## src/rtl/serial_subtractor_pkg.sv

```systemverilog
// sub_pkg: shared state encodings and counter sizing for the serial subtractor
package sub_pkg;

    localparam logic [1:0] ST_IDLE = 2'd0;
    localparam logic [1:0] ST_RUN  = 2'd1;
    localparam logic [1:0] ST_DONE = 2'd2;

    function automatic int cnt_width(input int w);
        return (w < 2) ? 1 : $clog2(w);
    endfunction

endpackage

```

## src/rtl/serial_subtractor_if.sv

```systemverilog
// serial_subtractor_if: parallel-side start/busy/done handshake and operand/result bus
interface serial_subtractor_if #(parameter int WIDTH = 8);

    logic             i_start;
    logic [WIDTH-1:0] i_a;
    logic [WIDTH-1:0] i_b;
    logic             i_bin;
    logic             o_busy;
    logic             o_done;
    logic [WIDTH-1:0] o_diff;
    logic             o_bout;

    modport master (
        output i_start, i_a, i_b, i_bin,
        input  o_busy, o_done, o_diff, o_bout
    );

    modport slave (
        input  i_start, i_a, i_b, i_bin,
        output o_busy, o_done, o_diff, o_bout
    );

endinterface

```

## src/rtl/serial_subtractor_full_subtractor.sv

```systemverilog
// full_subtractor: one-bit combinational subtract cell (a - b - bin)
module full_subtractor (
    input  logic i_a,
    input  logic i_b,
    input  logic i_bin,
    output logic o_diff,
    output logic o_bout
);

    assign o_diff = i_a ^ i_b ^ i_bin;
    assign o_bout = (~i_a & i_b) | (~(i_a ^ i_b) & i_bin);

endmodule

```

## src/rtl/serial_subtractor.sv

```systemverilog
// serial_subtractor: bit-serial A - B - bin, LSB first, one bit per RUN cycle
module serial_subtractor
    import sub_pkg::*;
#(
    parameter int WIDTH = 8
) (
    input logic               i_clk,
    input logic               i_rst,
    serial_subtractor_if.slave bus
);

    localparam int CW = cnt_width(WIDTH);

    logic [1:0]       state;
    logic [1:0]       state_nx;
    logic [WIDTH-1:0] a_sr;
    logic [WIDTH-1:0] b_sr;
    logic [WIDTH-1:0] d_sr;
    logic             br;
    logic             d;
    logic             bo;
    logic [CW-1:0]    cnt;
    logic             accept;
    logic             last;

    assign accept = (state == ST_IDLE) && bus.i_start;
    assign last   = (cnt == CW'(WIDTH - 1));

    full_subtractor u_cell (
        .i_a   (a_sr[0]),
        .i_b   (b_sr[0]),
        .i_bin (br),
        .o_diff(d),
        .o_bout(bo)
    );

    // Next state; the unused encoding falls back to IDLE
    always_comb begin
        state_nx = accept ? ST_RUN :
                   (state == ST_RUN) ? (last ? ST_DONE : ST_RUN) :
                   ST_IDLE;
    end

    // State, operand/result shift registers, borrow and bit counter
    always_ff @(posedge i_clk) begin
        if (i_rst) begin
            state <= ST_IDLE;
            a_sr  <= '0;
            b_sr  <= '0;
            d_sr  <= '0;
            br    <= 1'b0;
            cnt   <= '0;
        end else begin
            state <= state_nx;
            if (accept) begin
                a_sr <= bus.i_a;
                b_sr <= bus.i_b;
                br   <= bus.i_bin;
                cnt  <= '0;
            end else if (state == ST_RUN) begin
                a_sr <= a_sr >> 1;
                b_sr <= b_sr >> 1;
                d_sr <= {d, d_sr[WIDTH-1:1]};
                br   <= bo;
                cnt  <= last ? cnt : cnt + CW'(1);
            end
        end
    end

    assign bus.o_busy = (state == ST_RUN);
    assign bus.o_done = (state == ST_DONE);
    assign bus.o_diff = d_sr;
    assign bus.o_bout = br;

endmodule

```

## src/flat_wrapper.sv

```systemverilog
// flat-port wrapper written by rule: the top's interface ports become plain ports
module serial_subtractor_flat import sub_pkg::*;
#(
    parameter int WIDTH = 8
)
  (i_clk, i_rst, bus_i_start, bus_i_a, bus_i_b, bus_i_bin, bus_o_busy, bus_o_done, bus_o_diff, bus_o_bout);
  serial_subtractor_if #(.WIDTH(WIDTH)) bus_i ();
  input logic i_clk;
  input logic i_rst;
  input wire logic [$bits(bus_i.i_start)-1:0] bus_i_start;
  input wire logic [$bits(bus_i.i_a)-1:0] bus_i_a;
  input wire logic [$bits(bus_i.i_b)-1:0] bus_i_b;
  input wire logic [$bits(bus_i.i_bin)-1:0] bus_i_bin;
  output wire logic [$bits(bus_i.o_busy)-1:0] bus_o_busy;
  output wire logic [$bits(bus_i.o_done)-1:0] bus_o_done;
  output wire logic [$bits(bus_i.o_diff)-1:0] bus_o_diff;
  output wire logic [$bits(bus_i.o_bout)-1:0] bus_o_bout;
  assign bus_i.i_start = bus_i_start;
  assign bus_i.i_a = bus_i_a;
  assign bus_i.i_b = bus_i_b;
  assign bus_i.i_bin = bus_i_bin;
  assign bus_o_busy = bus_i.o_busy;
  assign bus_o_done = bus_i.o_done;
  assign bus_o_diff = bus_i.o_diff;
  assign bus_o_bout = bus_i.o_bout;
  serial_subtractor #(.WIDTH(WIDTH)) u_core (.i_clk(i_clk), .i_rst(i_rst), .bus(bus_i));
endmodule
```

## config.mk

```make
export PLATFORM = sky130hd
export DESIGN_NAME = serial_subtractor_flat
export DESIGN_NICKNAME = d
export VERILOG_FILES = /design/src/rtl/serial_subtractor_pkg.sv /design/src/rtl/serial_subtractor_if.sv /design/src/rtl/serial_subtractor_full_subtractor.sv /design/src/rtl/serial_subtractor.sv /design/src/flat_wrapper.sv
export SDC_FILE = /design/constraint.sdc
export NUM_CORES = 1
export LEC_CHECK = 0
export ABC_AREA = 1
export CORE_AREA = 2 2 67 62
export CTS_BUF_LIST = sky130_fd_sc_hd__clkbuf_8
export CTS_CLUSTER_DIAMETER = 120
export DETAILED_ROUTE_END_ITERATION = 8
export DIE_AREA = 0 0 69 64
export HOLD_SLACK_MARGIN = 0.1
export PLACE_DENSITY = 0.63
export SETUP_SLACK_MARGIN = 0.2
export SYNTH_ARGS = -nofsm -noshare
export SYNTH_HDL_FRONTEND = slang
export SYNTH_SLANG_ARGS = --single-unit
```

## constraint.sdc

```tcl
create_clock -name i_clk -period 2.8 [get_ports i_clk]
set_input_delay 0.84 -clock i_clk [delete_from_list [all_inputs] [get_ports i_clk]]
set_output_delay 0.84 -clock i_clk [all_outputs]
set_load 0.01 [all_outputs]
```

==> results.sh <==
export IMPL_status="finished clean"
export IMPL_timing_final_crit_share_pct=85.1
export IMPL_yosysUniqueCellTypes=20
export IMPL_finalCriticalPeriod_ns=2.38
export IMPL_drv_cap=0
export IMPL_hold_buffers=0
export IMPL_drv_slew=0
export IMPL_timing_rr_start="u_core.state[0]"
export IMPL_diodes=0
export IMPL_path_max_fanout=14
export IMPL_dpl_hpwl_mm=1.88
export IMPL_cts_buffers=5
export IMPL_clock_sinks=30
export IMPL_synthToLayoutAreaGrowth_pct=26.4
export IMPL_hold_slack_ns=0.469
export IMPL_cp_start_kind="register"
export IMPL_hold_violations=0
export IMPL_synth_cells=207
export IMPL_drt_first_pass_iters=4
export IMPL_drive_above_1_share_pct=5.96
export IMPL_regToRegSetupSlack_ns=1.41
export IMPL_ys_seq_elements=30
export IMPL_postCtsSetupBuffers=0
export IMPL_antenna_found_initial=0
export IMPL_min_delay_path_class="reg2reg"
export IMPL_slew_headroom_pct=64.8
export IMPL_setup_violations=0
export IMPL_die_w_um=69
export IMPL_drt_iter0_markers=72
export IMPL_synth_cell_area_mm2=0.00143
export IMPL_start_util_pct=38.8
export IMPL_power_density_mw_per_mm2=547
export IMPL_synth_yosys_warnings=0
export IMPL_fmax_mhz=420
export IMPL_arrival_ns=1.54
export IMPL_post_synth_cell_area_avg_um2=6.90
export IMPL_overflow=0
export IMPL_vias_per_cell=4.66
export IMPL_rr_worst_depth=5
export IMPL_timing_rr_end="u_core.a_sr[4]"
export IMPL_peakVddDrop_mv=0.258
export IMPL_tightest_slew_ns=0.526
export IMPL_vias=1310
export IMPL_critical_path_endpoint_type="output port"
export IMPL_h_tree_depth=2
export IMPL_fin_worst_skew_ns=0.00402
export IMPL_tns_ns=0
export IMPL_cts_tree="done"
export IMPL_min_from="u_core.cnt[2]"
export IMPL_grt_max_degree=31
export IMPL_leakage_nw=0.769
export IMPL_grt_pass1_vias=1119
export IMPL_ant_nets=0
export IMPL_globalplace_congestion=0.689
export IMPL_clk_pin_slew_ns=0.06
export IMPL_post_cts_resized=0
export IMPL_cts_root_buf="clkbuf_8"
export IMPL_core_area_mm2=0.00368
export IMPL_clockBufferDepth=2
export IMPL_wl_per_cell_um=10.2
export IMPL_clock_latency_ns=0.28
export IMPL_post_route_drc_count=0
export IMPL_hold_end="u_core.cnt[2]"
export IMPL_ys_seq_area_share_pct=42.0
export IMPL_routed_wirelength_mm=2.86
export IMPL_worstSetupPathType="reg2out"
export IMPL_rows=21
export IMPL_hold_depth=2
export IMPL_layout_nets=258
export IMPL_die_h_um=64
export IMPL_cp_required_ns=1.96
export IMPL_grt_pass1_wl_mm=4.80
export IMPL_die_area_mm2=0.00442
export IMPL_track_usage_pct=13.3
export IMPL_rsz0062_at_grt="false"
export IMPL_syn_nets=230
export IMPL_port_buffers=30
export IMPL_ios=31
cells in the mapped netlist (all sizes together):
cell / number / share of area, %
nor2: 50 / 13
dfxtp: 30 / 42
nand2: 28 / 8.2
o21ai: 23 / 8.1
inv: 22 / 6.0
a21oi: 21 / 7.4
nand3: 17 / 6.0
buf: 9 / 4.8
clkbuf: 3 / 0.79
ha: 2 / 1.8
fa: 1 / 1.4
nor3: 1 / 0.35
layer usage:
layer | GRT usage, % | part of all wire [%] | up-vias
met5 | 0 | 0 | -
met4 | 6.62 | 2.1 | 0
met3 | 3.63 | 3.6 | 7
met2 | 20.8 | 43 | 20
met1 | 16.8 | 51 | 575
li1 | - | - | 708
through the flow:
stage | setup slack (ns) | instances | cell area, um^2 | utilization, % | total power (W)
CTS | 0.406 | 281 | 1810 | 49.1 | 0.000999
finish | 0.418 | 281 | 1810 | 49.1 | 0.000987
detailed placement | 0.554 | 274 | 1730 | 47.0 | 0.000685
global route | 0.336 | 281 | 1810 | 49.1 | 0.00105
floorplan | 1.36 | 207 | 1430 | - | 0.000618
global placement | 0.577 | 274 | 1730 | 47.0 | 0.000684
where the power goes:
part | switching [W] | internal, W
registers | 0.0000199 | 0.000461
clock network | 0.000150 | 0.000163
logic | 0.000102 | 0.0000911
total | 0.000271 | 0.000716
worst max-delay path by stage:
stage	startpoint	end	slack, ns
after floorplan	bus_i_start	u_core.a_sr[4]	1.36
after global placement	bus_i_start	u_core.b_sr[5]	0.58
after detailed placement	bus_i_start	u_core.b_sr[1]	0.55
after CTS	u_core.state[0]	bus_o_busy	0.41
after global routing	u_core.state[0]	bus_o_busy	0.34
final	u_core.state[0]	bus_o_busy	0.42
layout make-up:
type,count,area [um^2]
fill,398,1870
tap,46,57.6
inverter,22,85.1
clock inverter,2,7.51
timing repair buffer,33,323
sequential,30,601
clock buffer,5,68.8
multi-input combinational,143,663
flip-flops by register name (all words and copies together), names as in the netlist:
signal             flops
u_core.a_sr            8
u_core.b_sr            8
u_core.bus.o_diff      8
u_core.state           2
u_core.bus.o_bout      1
u_core.cnt             3
kinds of logic after synthesis:
family / after synthesis / share of synthesized area [%]
fa+ha+maj: 3 / 3.15
compound gates: 44 / 15.4
simple gates: 96 / 27.8
flops: 30 / 42.0
buf+inv: 34 / 11.6
cell usage in the layout, fill, tap and decap left out:
master,synthesis,routed
inv_4,1,1
buf_4,2,3
nand3_1,17,17
clkbuf_8,0,5
clkdlybuf4s50_1,0,30
nand2_1,25,25
inv_1,20,22
nand2_4,1,1
a21oi_1,21,21
dfxtp_1,30,30
nand2_2,2,2
o21ai_0,8,8
o21ai_1,15,15
ha_1,2,2
nor2_2,1,1
inv_2,1,1
nor3_1,1,1
nor2_1,49,49
fa_1,1,1
critical path, cell delays in order, from the launching register on:
cell,delay (ns)
dfxtp_1,0.42
nand2_4,0.15
inv_4,0.14
clkdlybuf4s50_1,0.55
No activity file was read; power rests on OpenSTA's default activity.
